$ cat config.mk
export PLATFORM = sky130hd
export DESIGN_NAME = imem_debug_loader
export DESIGN_NICKNAME = d
export VERILOG_FILES = /design/src/rtl/imem_debug_loader_pkg.sv /design/src/rtl/imem_debug_loader_word_assembler.sv /design/src/rtl/imem_debug_loader.sv
export SDC_FILE = /design/constraint.sdc
export NUM_CORES = 1
export LEC_CHECK = 0
export CAP_MARGIN = 10
export CELL_PAD_IN_SITES_DETAIL_PLACEMENT = 2
export CELL_PAD_IN_SITES_GLOBAL_PLACEMENT = 2
export CORE_MARGIN = 8
export CORE_UTILIZATION = 31
export CTS_CLUSTER_DIAMETER = 120
export DETAILED_ROUTE_END_ITERATION = 8
export PLACE_DENSITY = 0.89
export SYNTH_ARGS = -nofsm -noshare
export SYNTH_HDL_FRONTEND = slang
export SYNTH_SLANG_ARGS = --single-unit
$ cat constraint.sdc
create_clock -name i_clock -period 2.5 [get_ports i_clock]
set_input_delay 0.625 -clock i_clock [delete_from_list [all_inputs] [get_ports i_clock]]
set_output_delay 0.625 -clock i_clock [all_outputs]
set_load 0.01 [all_outputs]
$ cat src/rtl/imem_debug_loader_pkg.sv
// Shared constants and state encoding for the instruction-memory debug loader.
// Latency: n/a (declarations only).
// Backpressure: n/a. IMEM_LOADER_CHECKSUM_EN adds the CHECK state encoding.
package imem_debug_loader_pkg;

    localparam int IMEM_NB_INST   = 32;
    localparam int IMEM_NB_ADDR   = 8;
    localparam int IMEM_MEM_DEPTH = 256;

    // UART command bytes
    localparam logic [7:0] CMD_LOAD = 8'h4C;  // 'L'
    localparam logic [7:0] CMD_RUN  = 8'h43;  // 'C'
    localparam logic [7:0] CMD_STEP = 8'h53;  // 'S'
    localparam logic [7:0] CMD_NEXT = 8'h4E;  // 'N'

    // Word that terminates a program image
    localparam logic [31:0] HALT_WORD = 32'hFC000000;

    typedef enum logic [2:0] {
        ST_IDLE   = 3'd0,
        ST_LOAD   = 3'd1,
        ST_WRITE  = 3'd2,
        ST_RUN    = 3'd3,
        ST_STEP   = 3'd4,
`ifdef IMEM_LOADER_CHECKSUM_EN
        ST_HALTED = 3'd5,
        ST_CHECK  = 3'd6
`else
        ST_HALTED = 3'd5
`endif
    } state_e;

endpackage

$ cat src/rtl/imem_debug_loader_word_assembler.sv
// Packs UART bytes MSB-first into 32-bit words; word_vld fires combinationally with the 4th byte.
// Latency: 0 cycles from 4th byte strobe to o_word_vld (word = 3 stored bytes + current byte).
// Backpressure: none; every strobed byte is taken while i_en is high.
module imem_debug_loader_word_assembler (
    input  logic        i_clock,
    input  logic        i_reset,
    input  logic        i_clear,
    input  logic        i_en,
    input  logic        i_byte_vld,
    input  logic [7:0]  i_byte_dat,
    output logic [31:0] o_word,
    output logic        o_word_vld
);

    logic [23:0] shift_q, shift_d;
    logic [1:0]  cnt_q, cnt_d;

    // Shift in accepted bytes and count them; the count wraps to 0 after the 4th byte
    always_comb begin
        shift_d = shift_q;
        cnt_d   = cnt_q;
        if (i_clear) begin
            shift_d = '0;
            cnt_d   = '0;
        end else if (i_en && i_byte_vld) begin
            shift_d = {shift_q[15:0], i_byte_dat};
            cnt_d   = cnt_q + 2'd1;
        end
    end

    // Byte shift register and counter
    always_ff @(posedge i_clock) begin
        if (!i_reset) begin
            shift_q <= '0;
            cnt_q   <= '0;
        end else begin
            shift_q <= shift_d;
            cnt_q   <= cnt_d;
        end
    end

    assign o_word     = {shift_q, i_byte_dat};
    assign o_word_vld = i_en && i_byte_vld && !i_clear && (cnt_q == 2'd3);

endmodule

$ cat src/rtl/imem_debug_loader.sv
// UART-driven program loader for the FETCH debug port, then run / single-step / halt control.
// Latency: all outputs registered; 4th byte of a word -> o_mem_wen one cycle later.
// Backpressure: none; bytes outside accepting states are dropped. IMEM_LOADER_CHECKSUM_EN adds a trailing XOR check byte.
module imem_debug_loader
    import imem_debug_loader_pkg::*;
#(
    parameter int NB_INST   = IMEM_NB_INST,
    parameter int NB_ADDR   = IMEM_NB_ADDR,
    parameter int MEM_DEPTH = IMEM_MEM_DEPTH
) (
    input  logic               i_clock,
    input  logic               i_reset,
    input  logic               i_rx_valid,
    input  logic [7:0]         i_rx_data,
    input  logic               i_halt,
    output logic               o_debug_unit,
    output logic               o_mem_wen,
    output logic               o_mem_ren,
    output logic [NB_INST-1:0] o_mem_data,
    output logic [NB_ADDR-1:0] o_wr_addr,
    output logic               o_enable_pipe,
    output logic               o_pipe_clear,
    output logic               o_load_done,
    output logic               o_error
);

    localparam logic [NB_ADDR-1:0] LAST_ADDR = NB_ADDR'(MEM_DEPTH - 1);
    localparam logic [NB_INST-1:0] HALT_INST = NB_INST'(HALT_WORD);

    state_e             state_q, state_d;
    logic [NB_ADDR-1:0] addr_q, addr_d;
    logic [NB_INST-1:0] data_q, data_d;
    logic               mem_wen_q, mem_wen_d;
    logic               pipe_clear_q, pipe_clear_d;
    logic               enable_pipe_q, enable_pipe_d;
    logic               load_done_q, load_done_d;
    logic               error_q, error_d;
    logic               debug_unit_q, debug_unit_d;
    logic               mem_ren_q, mem_ren_d;

    logic               asm_clear;
    logic               asm_en;
    logic [31:0]        asm_word;
    logic               asm_word_vld;
    logic               run_allowed;

`ifdef IMEM_LOADER_CHECKSUM_EN
    logic [7:0]         chk_q, chk_d;
    logic               chk_match;
    assign chk_match   = (i_rx_data == chk_q);
    // A failed image must be reloaded before the pipeline may be released
    assign run_allowed = !error_q;
`else
    assign run_allowed = 1'b1;
`endif

    imem_debug_loader_word_assembler u_word_asm (
        .i_clock    (i_clock),
        .i_reset    (i_reset),
        .i_clear    (asm_clear),
        .i_en       (asm_en),
        .i_byte_vld (i_rx_valid),
        .i_byte_dat (i_rx_data),
        .o_word     (asm_word),
        .o_word_vld (asm_word_vld)
    );

    // Next-state and registered-output computation for the loader/run-control FSM
    always_comb begin
        state_d       = state_q;
        addr_d        = addr_q;
        data_d        = data_q;
        mem_wen_d     = 1'b0;
        pipe_clear_d  = 1'b0;
        enable_pipe_d = 1'b0;
        load_done_d   = load_done_q;
        error_d       = error_q;
        asm_clear     = 1'b0;
        asm_en        = 1'b0;
`ifdef IMEM_LOADER_CHECKSUM_EN
        chk_d         = chk_q;
`endif
        unique case (state_q)
            ST_IDLE, ST_STEP, ST_HALTED: begin
                if ((state_q == ST_STEP) && i_halt) begin
                    // Halt beats a coincident 'N'
                    state_d = ST_HALTED;
                end else if (i_rx_valid) begin
                    if (i_rx_data == CMD_LOAD) begin
                        pipe_clear_d = 1'b1;
                        addr_d       = '0;
                        load_done_d  = 1'b0;
                        error_d      = 1'b0;
                        asm_clear    = 1'b1;
`ifdef IMEM_LOADER_CHECKSUM_EN
                        chk_d        = '0;
`endif
                        state_d      = ST_LOAD;
                    end else if (((i_rx_data == CMD_RUN) || (i_rx_data == CMD_STEP)) && run_allowed) begin
                        // Leaving STEP keeps the pipeline state; fresh starts clear it
                        pipe_clear_d = (state_q != ST_STEP);
                        state_d      = (i_rx_data == CMD_RUN) ? ST_RUN : ST_STEP;
                    end else if ((i_rx_data == CMD_NEXT) && (state_q == ST_STEP)) begin
                        enable_pipe_d = 1'b1;
                    end
                end
            end
            ST_LOAD: begin
                asm_en = 1'b1;
`ifdef IMEM_LOADER_CHECKSUM_EN
                if (i_rx_valid) begin
                    chk_d = chk_q ^ i_rx_data;
                end
`endif
                if (asm_word_vld) begin
                    data_d    = NB_INST'(asm_word);
                    mem_wen_d = 1'b1;
                    state_d   = ST_WRITE;
                end
            end
            ST_WRITE: begin
                if (data_q == HALT_INST) begin
`ifdef IMEM_LOADER_CHECKSUM_EN
                    // A byte landing in this cycle is already the check byte
                    if (i_rx_valid) begin
                        load_done_d = chk_match;
                        error_d     = !chk_match;
                        state_d     = ST_IDLE;
                    end else begin
                        state_d     = ST_CHECK;
                    end
`else
                    load_done_d = 1'b1;
                    state_d     = ST_IDLE;
`endif
                end else if (addr_q == LAST_ADDR) begin
                    // Image larger than memory: stop, no wrap-around
                    error_d     = 1'b1;
                    load_done_d = 1'b1;
                    state_d     = ST_IDLE;
                end else begin
                    // Keep assembling so a byte arriving now becomes byte 0 of the next word
                    asm_en  = 1'b1;
`ifdef IMEM_LOADER_CHECKSUM_EN
                    if (i_rx_valid) begin
                        chk_d = chk_q ^ i_rx_data;
                    end
`endif
                    addr_d  = addr_q + 1'b1;
                    state_d = ST_LOAD;
                end
            end
            ST_RUN: begin
                if (i_halt) begin
                    state_d = ST_HALTED;
                end else begin
                    enable_pipe_d = 1'b1;
                end
            end
`ifdef IMEM_LOADER_CHECKSUM_EN
            ST_CHECK: begin
                if (i_rx_valid) begin
                    load_done_d = chk_match;
                    error_d     = !chk_match;
                    state_d     = ST_IDLE;
                end
            end
`endif
            default: begin
                state_d = ST_IDLE;
            end
        endcase

        // Memory belongs to the pipeline whenever it is running, stepping or halted for readout
        debug_unit_d = !((state_d == ST_RUN) || (state_d == ST_STEP) || (state_d == ST_HALTED));
        mem_ren_d    = !debug_unit_d;
    end

    // State and output registers with synchronous active-low reset
    always_ff @(posedge i_clock) begin
        if (!i_reset) begin
            state_q       <= ST_IDLE;
            addr_q        <= '0;
            data_q        <= '0;
            mem_wen_q     <= 1'b0;
            pipe_clear_q  <= 1'b0;
            enable_pipe_q <= 1'b0;
            load_done_q   <= 1'b0;
            error_q       <= 1'b0;
            debug_unit_q  <= 1'b1;
            mem_ren_q     <= 1'b0;
`ifdef IMEM_LOADER_CHECKSUM_EN
            chk_q         <= '0;
`endif
        end else begin
            state_q       <= state_d;
            addr_q        <= addr_d;
            data_q        <= data_d;
            mem_wen_q     <= mem_wen_d;
            pipe_clear_q  <= pipe_clear_d;
            enable_pipe_q <= enable_pipe_d;
            load_done_q   <= load_done_d;
            error_q       <= error_d;
            debug_unit_q  <= debug_unit_d;
            mem_ren_q     <= mem_ren_d;
`ifdef IMEM_LOADER_CHECKSUM_EN
            chk_q         <= chk_d;
`endif
        end
    end

    assign o_debug_unit  = debug_unit_q;
    assign o_mem_wen     = mem_wen_q;
    assign o_mem_ren     = mem_ren_q;
    assign o_mem_data    = data_q;
    assign o_wr_addr     = addr_q;
    assign o_enable_pipe = enable_pipe_q;
    assign o_pipe_clear  = pipe_clear_q;
    assign o_load_done   = load_done_q;
    assign o_error       = error_q;

endmodule

==> results by group <==
Route
  • DR pass1 iterations: 4
  • Wire per inst: 20.7 um
  • Total wire length: 12.2 mm
  • Final antenna-violating net count: 0
  • DR iter-0 viols: 113
  • Vias after detailed routing: 3009
  • Routed vias/inst: 5.13
  • Residual DRC count: 0

Synthesis
  • Synth warn: 0
  • Syn_nets: 380
  • Seq/Total Area, Yosys: 0.482
  • Top FF cell, synth: dfxtp_1
  • Number of synthesized register bits: 76
  • Synth area leaders: dfxtp_1, nand2_1, mux2i_1, a21oi_1, o31ai_1
  • Number of synthesized flops with an enable pin: 0
  • Largest area contributor in the synthesized netlist: dfxtp_1
  • Count leader, synth: nand2_1
  • Mapped Cells: 366
  • Netlist cell types: 46
  • Mean Syn Cell Area: 8.62 um^2
  • Asr flop ratio synth: 0
  • Most frequent cells after synthesis: nand2_1, dfxtp_1, a21oi_1
  • Top-area cell type share of the netlist area: 0.482
  • Mapped Area: 0.00316 mm^2

CTS
  • Clock Path Buffers: 2
  • Clock root buffer master: clkbuf_8
  • Clock Sinks: 76
  • Clock Pin Slew Worst Setup and Hold Paths: 0.08 ns
  • Clock Latency Late Sink: 0.35 ns
  • H-tree lvl count: 3
  • Hold Buf Count CTS: 0
  • TritonCTS clock tree: yes
  • Num CTS Buffers: 9

Floorplanning
  • Die Span Y: 117 um
  • Cell Rows: 37
  • Die W: 117 um
  • Total core area: 0.0101 mm^2
  • Starting density of the core: 0.313
  • Die area: 0.0137 mm^2
  • Io pins: 59

Timing
  • Worst-Margin Slew: 0.477 ns
  • RSZ-0062 raised after global routing: false
  • FMAX: 422 MHz
  • Slew headroom: 0.677
  • Minimum clock period: 2.37 ns
  • Hold_ws: 0.466 ns
  • Setup_tns: 0 ns
  • Final period utilization: 0.947
  • Max-slew violation count: 0
  • Final hold violation count: 0
  • Final setup viols: 0
  • Worst Skew: 0.00664 ns

Power
  • Lkg Pwr: 1.47 nW
  • Power Density: 548 mW/mm^2
  • VDD IR max: 321 uV

Worst setup path
  • Worst path cell trace: clkdlybuf4s50_1 > nand4bb_1 > nor4_4 > a21oi_2 > or4_1 > a21oi_1
  • Crit path max-delay family: simple AND/OR/NAND/NOR gates
  • Crit path largest cell delay: 0.52 ns
  • Critical path peak fanout: 11
  • Crit-path slowest cell: or4_1
  • Kind of critical path: in2reg
  • CP Capture Type: flop
  • CP bufs+invs: 1
  • Critical path arrival: 2.64 ns
  • CP required: 2.77 ns
  • Crit start category: input port

Global route
  • Initial antenna violation count: 0
  • Tot GR Track Use: 0.184
  • First-pass GRT wire length: 19.1 mm
  • Largest net degree at the start of global routing: 33
  • Grt total ovfl: 0
  • Vias in the first global route: 3437

Place
  • Gpl congestion: 0.813
  • Placed insts: 571
  • I/O Buffers: 58
  • Hpwl dp: 8.52 mm

Layout
  • Synth-to-layout area growth: 36.9%
  • Share of cells above drive strength 1: 0.129
  • Antenna diodes: 0
  • Storage cell area: 0.00152 mm^2
  • Nets: 460
  • Multi-input logic area: 0.00154 mm^2
  • Non-Filler Instances: 586
  • Fillers: 1139

Hold path
  • HP Class: reg2reg

Run
  • Max Cap Violations: 0

Outcome
  • Status: completed
metrics by stage:
stage	power (mW)	util	instance area, um^2	setup slack [ns]
after floorplan	1.28	-	3160	0.491
after global placement	1.34	0.405	4090	-0.162
after detailed placement	1.34	0.405	4090	-0.357
after CTS	2.39	0.428	4320	0.124
after global routing	2.43	0.428	4320	0.00570
final	2.37	0.428	4320	0.133
layer usage:
metal | GRT usage | wire [um] | part of all wire
met1 | 0.218 | 5450 | 0.45
met2 | 0.322 | 5990 | 0.49
met3 | 0.0369 | 467 | 0.038
met4 | 0.0657 | 250 | 0.021
met5 | 0 | 0 | 0
registers in the layout, indices dropped and copies added (netlist names):
register	count
o_mem_data	32
u_word_asm.shift_q	24
o_wr_addr	8
state_q	3
u_word_asm.cnt_q	2
o_debug_unit	1
o_enable_pipe	1
o_error	1
o_load_done	1
o_mem_ren	1
o_mem_wen	1
o_pipe_clear	1
repair_timing:
| action | 4_1_cts | 5_1_grt |
|---|---|---|
| buffers inserted | 0 | 0 |
| resized for setup | 1 | 1 |
| endpoints found under the setup margin | 1 | 1 |
| cloned | 0 | 0 |
placed cells by master (no fill, tap or decap), types with 2 or more instances in the layout:
master	Yosys	final
nand4_1	2	2
a21boi_0	2	2
nor4_1	7	7
or4_1	6	6
clkinvlp_4	0	2
nor2b_1	2	2
bufinv_16	0	2
buf_4	2	29
o211ai_1	2	2
dfxtp_1	76	76
a21oi_2	1	2
nand2_1	106	106
nor3_1	2	2
inv_1	3	3
mux2i_1	26	26
nor2_1	5	5
nand2b_1	2	2
nand3_1	9	9
clkdlybuf4s50_1	0	57
a21oi_1	48	47
and3_1	3	3
ha_1	2	2
nand3b_1	2	2
o31ai_1	8	8
nor4b_1	3	3
and2_1	2	2
buf_12	0	3
o21ai_0	6	6
clkbuf_8	0	9
final cells by class:
class,instances,area share
clock inverter,6,0.0206
timing repair buffer,90,0.199
tap,136,0.0394
multi-input combinational,265,0.357
sequential,76,0.352
inverter,4,0.00348
clock buffer,9,0.0287
logic make-up after synthesis:
kind of cell / count (synthesis) / share of synthesized area
and+or+nand+nor: 163 / 0.251
buffers and inverters: 25 / 0.0361
DFF: 76 / 0.482
AOI/OAI and AO/OA: 74 / 0.140
adders and majority gates: 2 / 0.00793
muxes: 26 / 0.0825
path summary, 6_finish.rpt:
kind | startpoint | to | slack, ns | cells after the start
hold reg to reg | u_word_asm.shift_q[23]$_SDFFE_PP0P_ | o_mem_data[31]$_SDFFE_PN0P_ | 0.47 | 2
setup reg to reg | o_mem_data[11]$_SDFFE_PN0P_ | u_word_asm.shift_q[21]$_SDFFE_PP0P_ | 0.34 | 6
setup / recovery | i_rx_data[1] | o_wr_addr[6]$_SDFFE_PN0P_ | 0.13 | 6
hold / removal | u_word_asm.shift_q[23]$_SDFFE_PP0P_ | o_mem_data[31]$_SDFFE_PN0P_ | 0.47 | 2
where the power goes:
group          switching, mW  internal, mW
Combinational         0.0623        0.0472
Sequential          0.000965          1.21
Clock                  0.490         0.559
Total                  0.553          1.82
worst min-delay path: stages (launching register included):
cell and delay (ns):
dfxtp_1 0.32, nand2_1 0.06, a21oi_1 0.05
No activity file was read; power rests on OpenSTA's default activity.
